### src/rtl/time_display_mux.sv
// time_display_mux: drives a 4-digit multiplexed 7-segment HH:MM display from binary time.
// Latency: all outputs are registered and reflect the previous cycle's digit/snapshot/phase.
// Flow control: none; ena=0 blanks the outputs and freezes every counter and the snapshot.
module time_display_mux #(
  parameter int SCAN_DIV   = 1000,
  parameter int BLINK_HALF = 500000
) (
  input  logic       clk,
  input  logic       rst_n,
  input  logic       ena,
  input  logic [4:0] hours,
  input  logic [5:0] minutes,
  input  logic       alarm,
  output logic [6:0] seg,
  output logic       dp,
  output logic [3:0] digit_en
);

  localparam int SW = (SCAN_DIV   > 2) ? $clog2(SCAN_DIV)   : 1;
  localparam int BW = (BLINK_HALF > 2) ? $clog2(BLINK_HALF) : 1;

  localparam logic [SW-1:0] SCAN_LAST  = SW'(SCAN_DIV - 1);
  localparam logic [BW-1:0] BLINK_LAST = BW'(BLINK_HALF - 1);
  localparam logic [6:0]    SEG_DASH   = 7'b1000000;

  logic [SW-1:0] scan_cnt;
  logic [1:0]    idx;
  logic [BW-1:0] blink_cnt;
  logic          phase;
  logic          load_pending;
  logic [4:0]    shadow_h;
  logic [5:0]    shadow_m;

  logic          scan_wrap;
  logic          blink_wrap;
  logic          snap;
  logic [4:0]    disp_h;
  logic [5:0]    disp_m;
  logic [5:0]    pair_val;
  logic          pair_dash;
  logic [3:0]    tens;
  logic [3:0]    ones;
  logic [6:0]    digit_seg;

  // Decimal digit to segment pattern, bit order {g,f,e,d,c,b,a}.
  function automatic logic [6:0] seg_font(input logic [3:0] d);
    case (d)
      4'd0:    seg_font = 7'b0111111;
      4'd1:    seg_font = 7'b0000110;
      4'd2:    seg_font = 7'b1011011;
      4'd3:    seg_font = 7'b1001111;
      4'd4:    seg_font = 7'b1100110;
      4'd5:    seg_font = 7'b1101101;
      4'd6:    seg_font = 7'b1111101;
      4'd7:    seg_font = 7'b0000111;
      4'd8:    seg_font = 7'b1111111;
      4'd9:    seg_font = 7'b1101111;
      default: seg_font = 7'b0000000;
    endcase
  endfunction

  assign scan_wrap  = (scan_cnt == SCAN_LAST);
  assign blink_wrap = (blink_cnt == BLINK_LAST);
  // Snapshot at the last cycle of the frame, or immediately after reset so the
  // very first frame already shows live time rather than the reset zeros.
  assign snap       = load_pending || ((idx == 2'd3) && scan_wrap);

  // Select and encode the digit addressed by idx; the first post-reset cycle
  // bypasses the still-empty shadow so it matches the value being captured.
  always_comb begin
    disp_h = load_pending ? hours   : shadow_h;
    disp_m = load_pending ? minutes : shadow_m;
    if (idx[1]) begin
      pair_val  = disp_m;
      pair_dash = (disp_m > 6'd59);
    end else begin
      pair_val  = {1'b0, disp_h};
      pair_dash = (disp_h > 5'd23);
    end
    tens      = 4'(pair_val / 6'd10);
    ones      = 4'(pair_val % 6'd10);
    digit_seg = pair_dash ? SEG_DASH : seg_font(idx[0] ? ones : tens);
  end

  // Digit scan: each digit stays lit for SCAN_DIV enabled cycles, then advance.
  always_ff @(posedge clk or negedge rst_n) begin
    if (!rst_n) begin
      scan_cnt <= '0;
      idx      <= 2'd0;
    end else if (ena) begin
      if (scan_wrap) begin
        scan_cnt <= '0;
        idx      <= idx + 2'd1;
      end else begin
        scan_cnt <= scan_cnt + SW'(1);
      end
    end
  end

  // Blink timebase: phase toggles every BLINK_HALF enabled cycles.
  always_ff @(posedge clk or negedge rst_n) begin
    if (!rst_n) begin
      blink_cnt <= '0;
      phase     <= 1'b1;
    end else if (ena) begin
      if (blink_wrap) begin
        blink_cnt <= '0;
        phase     <= ~phase;
      end else begin
        blink_cnt <= blink_cnt + BW'(1);
      end
    end
  end

  // Frame snapshot so a scan frame never mixes two different times.
  always_ff @(posedge clk or negedge rst_n) begin
    if (!rst_n) begin
      shadow_h     <= 5'd0;
      shadow_m     <= 6'd0;
      load_pending <= 1'b1;
    end else if (ena) begin
      if (snap) begin
        shadow_h <= hours;
        shadow_m <= minutes;
      end
      load_pending <= 1'b0;
    end
  end

  // Registered display outputs; alarm flash blanks segments but keeps scanning.
  always_ff @(posedge clk or negedge rst_n) begin
    if (!rst_n) begin
      seg      <= 7'd0;
      dp       <= 1'b0;
      digit_en <= 4'd0;
    end else if (!ena) begin
      seg      <= 7'd0;
      dp       <= 1'b0;
      digit_en <= 4'd0;
    end else begin
      seg      <= (alarm && !phase) ? 7'd0 : digit_seg;
      dp       <= (idx == 2'd1) && (phase || alarm);
      digit_en <= 4'b0001 << idx;
    end
  end

endmodule

### config.mk
export PLATFORM = sky130hd
export DESIGN_NAME = time_display_mux
export DESIGN_NICKNAME = d
export VERILOG_FILES = /design/src/rtl/time_display_mux.sv
export SDC_FILE = /design/constraint.sdc
export NUM_CORES = 1
export LEC_CHECK = 0
export ABC_AREA = 1
export BUFFER_PORTS_ARGS = -buffer_cell sky130_fd_sc_hd__buf_2
export CORE_MARGIN = 10
export CORE_UTILIZATION = 30
export CTS_BUF_LIST = sky130_fd_sc_hd__clkbuf_16
export DETAILED_ROUTE_END_ITERATION = 8
export HOLD_SLACK_MARGIN = 0.12
export PLACE_DENSITY_LB_ADDON = 0.1
export SETUP_SLACK_MARGIN = 0.1
export SLEW_MARGIN = 15
export SYNTH_ARGS = -nofsm -noshare
export SYNTH_HDL_FRONTEND = slang
export SYNTH_SLANG_ARGS = --single-unit
### constraint.sdc
create_clock -name clk -period 3.8 [get_ports clk]
set_input_delay 0.38 -clock clk [delete_from_list [all_inputs] [get_ports clk]]
set_output_delay 0.38 -clock clk [all_outputs]
set_load 0.1 [all_outputs]
# Word-level counts from Yosys, hierarchy flattened
# Memories as Yosys holds them, arrays and structs flattened.
# Index checks and enable logic that the tools add are counted.
[totals]
register_bits = 56
romBits = 112
in_bits = 15
out_inout_bits = 12
wordCells = 45
n_memories = 1
[classes]
add_sub_neg = 3
n_div = 2
n_lt_le_gt_ge = 2
eq_ne = 4
shifts = 1
muxes = 12
bitwise_logic = 1
reduce_logical = 9
[memory_table]
columns = ["name", "depth", "word_bits", "rd", "rd_ports_with_merged_regs", "wr", "line_no", "source"]
rows = [
  ["(name not given)", 16, 7, 1, 0, 0, "47", "case (d)"],
]
[ops]
columns = ["cell", "n"]
rows = [
  ["$mux W7", 3],
  ["$add A19 B1 Y19 const B", 1],
  ["$eq A19 B19 Y1 const B", 1],
  ["$mux W19", 1],
  ["$mux W6", 2],
  ["$add A10 B1 Y10 const B", 1],
  ["$eq A10 B10 Y1 const B", 1],
  ["$mux W10", 1],
  ["$mux W4", 2],
  ["$div A6 B4 Y6 const B", 1],
  ["$gt A6 B6 Y1 const B", 1],
  ["$mod A6 B4 Y6 const B", 1],
  ["$reduce_and A2 Y1", 3],
  ["$gt A5 B5 Y1 const B", 1],
  ["$mux W5", 1],
  ["$shl A1 B2 Y4 const A", 1],
  ["$logic_and A1 B1 Y1", 3],
  ["$add A2 B1 Y2 const B", 1],
  ["$eq A2 B1 Y1 const B", 1],
  ["$eq A2 B2 Y1 const B", 1],
  ["$logic_or A1 B1 Y1", 2],
  ["$mux W1", 2],
  ["$logic_not A1 Y1", 1],
  ["$not A1 Y1", 1],
]

# Depth between registers and ports, before layout
# Gate-level depths: netlist (run 1).
# An unclocked memory read counts as a cell.
[logic_depth]
depth_word = 8
ltp_mapped = 26
ltp_nobuf = 25

# Worst setup path after synthesis (run 1)
# Ideal clock, no wire load.
[synth_timing]
path_kind = "register to register"
start = "reg load_pending"
end = "reg seg[3]"
setup_time_ns = 0.071
arrival_ns = 2.668
t_required_ns = 3.729
slack_ns = 1.060
path_stages_with_launch = 25
path_buffers = 1
period_less_slack_ns = 2.740
cell_sequence = "dfstp_2 > inv_2 > buf_6 > nand2_2 > nand3_4 > nand2_4 > inv_2 > ha_1 > inv_1 > nand3_2 > nand2_2 > nand2_4 > nand2_4 > nand2_1 > nand2_1 > inv_2 > nand2_2 > nand2_2 > nand2_1 > o21ai_1 > inv_1 > ha_1 > nor2_1 > nor2_1 > nor2_1"
[synth_via]
elab_chain_len = 8
elab_cells_between_ends = 13
cone_classes = "div: 2; order compare: 2; mux: 8; memory: 1"
[synth_lines]
columns = ["item", "line_no", "source"]
rows = [
  ["start: declaration", "30", "logic load_pending;"],
  ["start signal: assignment", "120", "load_pending <= 1'b1;"],
  ["start signal: assignment", "126", "load_pending <= 1'b0;"],
  ["$mux W5 / $mux W6 (equally long branches)", "71, 72", ""],
  ["$mux W6", "73", "if (idx[1]) begin"],
  ["$div A6 B4 Y6 / $mod A6 B4 Y6 (equally long branches)", "80, 81", ""],
  ["$mux W4", "82", "digit_seg = pair_dash ? SEG_DASH : seg_font(idx[0] ? ones : tens);"],
  ["$mem_v2 Z16 W7", "-", ""],
  ["$mux W7 (*)", "82", ""],
  ["$mux W7 (*)", "141", "seg <= (alarm && !phase) ? 7'd0 : digit_seg;"],
  ["$mux W7 (*)", "136", "end else if (!ena) begin"],
  ["end signal: assignment", "141", ""],
  ["end: declaration", "14", "output logic [6:0] seg,"],
]
# Every way passes the cells marked *; elsewhere a longest branch is shown, timed or not.
# A chain may end at the register's enable or synchronous reset.

# Final worst setup path (run 1)
# Same ends and word-level chain as after synthesis.

==> flow_summary_export.csv, run 1 <==
group,metric,value,unit
synthesis,synth.distinct_cells,36,
cells_and_area,fin_area,3776,um^2
synthesis,ys.flop_type,"dfrtp_1",
synthesis,synthCells,409,
grt,grt_util_all_layers,0.09182,
critical_path,cpPeakStageDelay,660,ps
synthesis,synth_top_family_by_area,"simple AND/OR/NAND/NOR gates",
cells_and_area,n_fill_cell,1156,
cells_and_area,areaGrowthSynthToFinish,14.02,%
synthesis,synth_warnings,0,
clock_network,tritoncts,"yes",
critical_path,crit_path_start_kind,"flip-flop",
route,drc_errors,0,
critical_path,crit_chain,"inv_2, nand2_1, nand2_1, nand2_1, nand2_4, inv_4, ha_1, inv_1, nand3_2, nand2_2, nand2_4, nand2_4, nand2_2, nand3_2, nand2_2, nand2_2, nand2_1, o21ai_1, inv_1, ha_1, nor2_1, nor2_1, nor2_1",
floorplan,start_util,0.3055,
sta,clock-skew-final,6.800,ps
critical_path,r2r_cells,23,
cells_and_area,multi_input_area,1595,um^2
clock_network,cts_buffers,5,
power,p_per_area,521.4,nW/um^2
floorplan,die_w,125.1,um
floorplan,core_area,10840,um^2
grt,grt_pass1_wl,12350,um
critical_path,crit_required,4030,ps
synthesis,yosys_register_bits,56,
grt,grt_pass1_vias,2528,
power,pwr-share-seq,0.404,
synthesis,synth_compound_area_frac,0.07405,
critical_path,crit_arrival,3390,ps
clock_network,clk_latency,300,ps
synthesis,synth_area,3312,um^2
route,via_per_inst,4.506,
power,clkPwrFrac,0.270,
floorplan,die-area,15640,um^2
hold_path,holdPathEnd,"shadow_m[5]",
power,p_sw_frac,0.3856,
route,drt_iter0_markers,76,
critical_path,cp_max_fo,13,
route,vias,2618,
critical_path,path_class,"reg2reg",
synthesis,muxShareOfSynthArea,0.01020,
synthesis,ys_seq_area_frac,0.4239,
hold_path,hold_depth,3,
synthesis,synth_fp_nets,436,
placed_design,io_buffers,26,
cells_and_area,diodes,0,
clock_network,post_cts_resized,0,
sta,maxSlewHeadroom,0.5300,
critical_path,worstReg2RegEnd,"seg[3]",
synthesis,syn_avg_cell_area,8.098,um^2
placed_design,dpl_cell_area,3602,um^2
sta,fin_setup_tns,0,ps
placed_design,dp_hpwl,5560,um
hold_path,min_from,"minutes[5]",
power,p_comb_frac,0.326,
clock_network,h-tree-depth,2,
hold_path,hold_class,"in2reg",
synthesis,synth_edf_count,0,
floorplan,fp-row-count,38,
clock_network,clk_path_buf_depth,2,
synthesis,synthSimpleGateAreaFrac,0.3124,
power,power_switching,759.2,uW
power,vdd_drop_max,0.2009,mV
placed_design,gp_congestion,0.8175,
clock_network,clk_pin_slew_worst_paths,70,ps
power,p_leak,0.001963,uW
floorplan,io_pins,27,
route,drt_pass1_iterations,4,
route,drt-wirelength-per-cell,12.29,um
route,drt-total-wl,7138,um
sta,final_hold_viol_count,0,
sta,setup_violations,0,
cells_and_area,final_net_count,467,
critical_path,slowest_stage,"dfstp_2",
grt,grt_remaining_overflow,0,
sta,worstMarginPinSlew,702.4,ps
clock_network,post_cts_buffers,0,
cells_and_area,final_layout_size_suffix_gt1_frac,0.1837,
outcome,status,"finished clean",
critical_path,timing.rr.start,"load_pending",
clock_network,cts_root_buffer,"clkbuf_16",
clock_network,clock-sinks,56,
synthesis,synth_xor_area_frac,0.03967,
route,antenna_left,0,
sta,rsz0062_at_grt,"false",
critical_path,critPathLaunch,"load_pending",
flow_run,maxCapViolCount,0,
power,p_total,1969,uW
critical_path,reg2reg_slack,640,ps
critical_path,cp-end-kind,"flip-flop",
sta,layout_min_cycle_time,3158,ps
sta,fin_crit_sh,0.8310,
synthesis,ys_async_sr_fraction,1.000,
sta,drv_slew,0,
grt,grt_antenna_before_repair,0,
cells_and_area,area.sequential,1404,um^2
power,p_int,1210,uW
floorplan,dieHeight,125.1,um
sta,max_freq,316.7,MHz
grt,grt_max_degree,36,
synthesis,synth_fa_ha_area_frac,0.04533,
==> sequential cells by signal (all words and copies together), names as in the netlist <==
| register | flops |
|---|---|
| blink_cnt | 19 |
| load_pending | 1 |
| phase | 1 |
| shadow_m | 6 |
| digit_en | 4 |
| dp | 1 |
| shadow_h | 5 |
| idx | 2 |
| scan_cnt | 10 |
| seg | 7 |
==> stage by stage <==
| step | std cells | hold WS, ps | setup slack [ps] | utilization |
|---|---|---|---|---|
| after detailed placement | 572 | 388.0 | 643.6 | 0.3323 |
| after floorplan | 409 | 84.41 | 1060 | - |
| after global placement | 572 | 397.2 | 786.0 | 0.3323 |
| after global routing | 581 | 325.5 | 312.0 | 0.3483 |
| final | 581 | 308.8 | 642.2 | 0.3483 |
| after CTS | 581 | 302.7 | 615.3 | 0.3483 |
==> repair_timing <==
action	4_1_cts	5_1_grt
endpoints found under the setup margin	0	0
hold buffers	1	0
hold endpoints to repair	21	0
==> synth_stat cells (all sizes together) (2+ instances only) <==
library cell,count,area share
a21oi,12,0.019
and3,3,0.0057
buf,3,0.0068
clkbuf,2,0.0023
dfrtp,54,0.41
dfstp,2,0.016
ha,12,0.045
inv,73,0.084
mux2,3,0.010
nand2,94,0.13
nand3,28,0.061
nand4,12,0.023
nor2,37,0.047
nor3,17,0.026
nor3b,4,0.0091
nor4,6,0.011
o21ai,25,0.042
o22ai,3,0.0057
xnor2,2,0.0053
xor2,13,0.034
==> power by group through the flow <==
stage                     logic [uW]  registers [uW]  clock network, uW
after CTS                        652             796                552
after detailed placement         651             806                  0
after global placement           648             808                  0
after floorplan                  399             918                  0
after global routing             731             814                573
final                            642             796                531
==> worst max-delay path by stage <==
stage          endpoint  cells after the start
6_report         seg[3]                     23
5_1_grt          seg[3]                     23
4_1_cts          seg[3]                     23
3_5_place_dp     seg[3]                     23
3_3_place_gp     seg[3]                     23
2_1_floorplan    seg[3]                     24
==> area by class of cell <==
class                      instances  share of cell area
clock inverter                     3             0.01027
multi-input combinational        274              0.4225
sequential                        56              0.3718
timing repair buffer              29             0.04109
tap                              140             0.04639
clock buffer                       5             0.03313
inverter                          74             0.07488
==> layout by cell type, fill, tap and decap left out, types with 3 or more instances in the layout <==
cell,n
o21ai_2,4
o21ai_0,17
nand4_1,12
clkbuf_16,5
mux2_2,3
o22ai_1,3
nor3_1,17
nand2_1,75
nor2_1,36
nand3_1,20
and3_1,3
a21oi_1,11
buf_2,26
nand2_2,13
dfrtp_1,54
nand3_2,5
nor3b_1,4
xor2_1,13
inv_2,6
nand2_4,6
inv_1,66
nor4_1,6
ha_1,12
nand3_4,3
o21ai_1,4
==> critical path, delay by kind of cell, from the launching register on <==
family                     cells  cell delay (ps)
buffers and inverters          4              450
AOI/OAI and AO/OA              1              150
DFF                            1              660
and+or+nand+nor               16             1300
adders and majority gates      2              520
==> logic make-up (layout without fill, tap and decap cells) <==
| family | Yosys count | after routing |
|---|---|---|
| xor+xnor | 15 | 15 |
| simple gates | 201 | 201 |
| fa+ha+maj | 12 | 12 |
| flops | 56 | 56 |
| compound gates | 43 | 43 |
| mux | 3 | 3 |
| buf+inv | 79 | 111 |
==> metal layers <==
| metal | track usage | vias to the layer above | share of wire |
|---|---|---|---|
| li1 | - | 1366 | - |
| met4 | 0.02439 | 0 | 0.0099 |
| met2 | 0.1355 | 42 | 0.41 |
| met3 | 0.02450 | 7 | 0.043 |
| met1 | 0.1288 | 1203 | 0.54 |
| met5 | 0 | - | 0 |
Note: power is estimated with default switching activity, not from simulation.
==> run 2, diff against run 1 <==
--- a/config.mk
+++ b/config.mk
@@ -5,7 +5,7 @@
 export SDC_FILE = /design/constraint.sdc
 export NUM_CORES = 1
 export LEC_CHECK = 0
-export ABC_AREA = 1
+export ABC_AREA = 0
 export BUFFER_PORTS_ARGS = -buffer_cell sky130_fd_sc_hd__buf_2
 export CORE_MARGIN = 10
 export CORE_UTILIZATION = 30
==> constraint.sdc (replaced) <==
create_clock -name clk -period 2.8 [get_ports clk]
set_input_delay 0.28 -clock clk [delete_from_list [all_inputs] [get_ports clk]]
set_output_delay 0.28 -clock clk [all_outputs]
set_load 0.1 [all_outputs]
==> flow_summary_export.csv, run 2 <==
group,metric,value,unit
flow_run,maxCapViolCount,0,
synthesis,synth_area,3217,um^2
route,vias,2412,
clock_network,tritoncts,"yes",
sta,layout_min_cycle_time,3477,ps
sta,maxSlewHeadroom,0.5714,
synthesis,yosys_register_bits,56,
power,vdd_drop_max,0.3049,mV
route,via_per_inst,4.683,
cells_and_area,layout_common_cells,"dfrtp_1, buf_4, nor2_1",
cells_and_area,diodes,0,
placed_design,dp_hpwl,5549,um
cells_and_area,largestRegisters,"blink_cnt (19), scan_cnt (10), seg (7)",
sta,fin_ws,-676.7,ps
synthesis,syn_avg_cell_area,10.65,um^2
critical_path,critPathTopFamily,"multiplexers",
synthesis,synth_edf_count,0,
placed_design,pre_cts_ws,-751.9,ps
critical_path,path_class,"reg2reg",
clock_network,h-tree-depth,2,
clock_network,cts_buffers,5,
power,power_switching,719.2,uW
sta,setup_violations,7,
critical_path,crit_chain,"mux4_2, inv_2, ha_4, and3b_1, a222oi_1, buf_4, a21oi_2, or3_4, o21ai_2, o2bb2ai_2, buf_4, ha_4, mux2_4, a211oi_2",
placed_design,gp_congestion,0.7921,
synthesis,ys_top_cells_by_count,"dfrtp_1, nor2_1, nand2_1",
cells_and_area,areaGrowthSynthToFinish,28.63,%
sta,drv_slew,0,
hold_path,hold_class,"in2reg",
floorplan,core_area,10370,um^2
sta,clock-skew-final,9.243,ps
placed_design,io_buffers,26,
critical_path,crit_buf_inv,3,
critical_path,crit_required,3010,ps
outcome,status,"finished with violations",
power,p_leak,0.001910,uW
route,drt-wirelength-per-cell,14.20,um
cells_and_area,largest_reg_flops,19,
synthesis,synthCells,302,
floorplan,start_util,0.3102,
synthesis,yosys.area.top_type,"dfrtp_1",
power,pwr-share-seq,0.457,
sta,fin_setup_tns,-4364,ps
cells_and_area,n_fill_cell,1058,
synthesis,synth_top_area_frac,0.4201,
floorplan,die_w,123.6,um
cells_and_area,final_common_cell,"dfrtp_1",
clock_network,clk_path_buf_depth,2,
route,antenna_left,0,
clock_network,clock-sinks,56,
synthesis,ys_seq_area_frac,0.4364,
critical_path,crit_arrival,3690,ps
grt,grt_pass1_wl,12420,um
grt,grt_util_all_layers,0.1013,
synthesis,synth_warnings,0,
power,p_comb_frac,0.247,
clock_network,cts_root_buffer,"clkbuf_16",
sta,max_freq,287.6,MHz
synthesis,ys.flop_type,"dfrtp_1",
floorplan,io_pins,27,
sta,fin_crit_sh,1.242,
critical_path,cpPeakStageDelay,580,ps
synthesis,ys_async_sr_fraction,1.000,
critical_path,slowest_stage,"dfstp_2",
grt,grt_remaining_overflow,0,
clock_network,clk_pin_slew_worst_paths,80,ps
power,p_int,1490,uW
cells_and_area,fin_util,0.3990,
sta,rsz0062_at_grt,"true",
route,drt_pass1_iterations,4,
critical_path,reg2reg_slack,-680,ps
synthesis,yosys-top-cells-area,"dfrtp_1, mux2_2, ha_1",
floorplan,fp-row-count,37,
grt,grt_max_degree,40,
power,clkPwrFrac,0.296,
critical_path,cp-end-kind,"flip-flop",
floorplan,die-area,15260,um^2
sta,worstMarginPinSlew,636.1,ps
outcome,violations,"setup timing",
critical_path,crit_path_start_kind,"flip-flop",
cells_and_area,finalNonFillerCells,515,
grt,grt_antenna_before_repair,0,
grt,grt_pass1_vias,2531,
floorplan,dieHeight,123.6,um
sta,final_hold_viol_count,0,
cells_and_area,final_layout_size_suffix_gt1_frac,0.3668,
power,p_sw_frac,0.3255,
clock_network,clk_latency,300,ps
route,drc_errors,0,
synthesis,synth.most_common_cell,"dfrtp_1",
cells_and_area,top_register,"blink_cnt",
critical_path,cp_max_fo,4,
synthesis,synth.distinct_cells,60,
power,p_per_area,534.0,nW/um^2
sta,hold_slack,203.1,ps
placed_design,place_inst,504,
route,drt-total-wl,7311,um
cells_and_area,final_net_count,405,
route,drt_iter0_markers,128,
synthesis,synth_fp_nets,329,
run 2: changes by cell type in the layout (fill, tap and decap cells not counted), sizes merged, moves of 8 or more:
cell / change
nand2: -75
inv: -62
buf: +50
nand3: -18
mux2: +14
o21ai: -13
xnor2: +12
nor2: -9
and2: +8
run 2: path summary, 6_finish.rpt:
path	start	endpoint	cells after the start
min in group asynchronous	rst_n	blink_cnt[13]	2
setup reg to reg	load_pending	seg[3]	14
hold reg to reg	blink_cnt[6]	blink_cnt[6]	1
setup / recovery	load_pending	seg[3]	14
hold / removal	alarm	dp	2
max in group asynchronous	rst_n	load_pending	3
run 2: power by group through the flow:
stage          Clock [uW]  Sequential (uW)  Combinational [uW]
2_1_floorplan           0             1080                 275
3_3_place_gp            0             1020                 512
3_5_place_dp            0             1030                 515
4_1_cts               677             1010                 536
5_1_grt               719             1030                 604
6_report              654             1010                 545
run 2: what timing repair did:
action | CTS | global route
resized for setup | 9 | 9
pin swaps | 10 | 5
hold endpoints to repair | 16 | 0
buffers inserted | 2 | 0
hold buffers | 1 | 0
setup endpoints to repair | 7 | 7
run 2: area by class of cell:
type                       instances  area [um^2]  share of cell area
clock inverter                     3        22.52            0.005443
timing repair buffer              79        538.0              0.1300
clock buffer                       5        125.1             0.03024
sequential                        56         1404              0.3393
multi-input combinational        225         1837              0.4439
tap                              136        170.2             0.04112
inverter                          11        41.29            0.009979
run 2: cells by family (layout without fill, tap and decap cells):
kind of cell,count (synthesis),count (layout),synth area share
simple gates,114,114,0.1894
flops,56,56,0.4364
compound gates,45,45,0.1109
mux,28,28,0.1171
xor+xnor,26,26,0.07079
buf+inv,21,98,0.02878
fa+ha+maj,12,12,0.04667
run 2: through the flow:
stage               power, uW  cell area (um^2)
finish                   2210              4138
global placement         1536              3875
detailed placement       1541              3875
CTS                      2223              4085
floorplan                1360              3251
global route             2350              4138
run 2: routing by layer:
layer,GRT usage,vias to the layer above,part of all wire
met4,0.03639,0,0.012
met1,0.1374,1137,0.49
met5,0,-,0
li1,-,1233,-
met3,0.02051,7,0.039
met2,0.1565,35,0.46
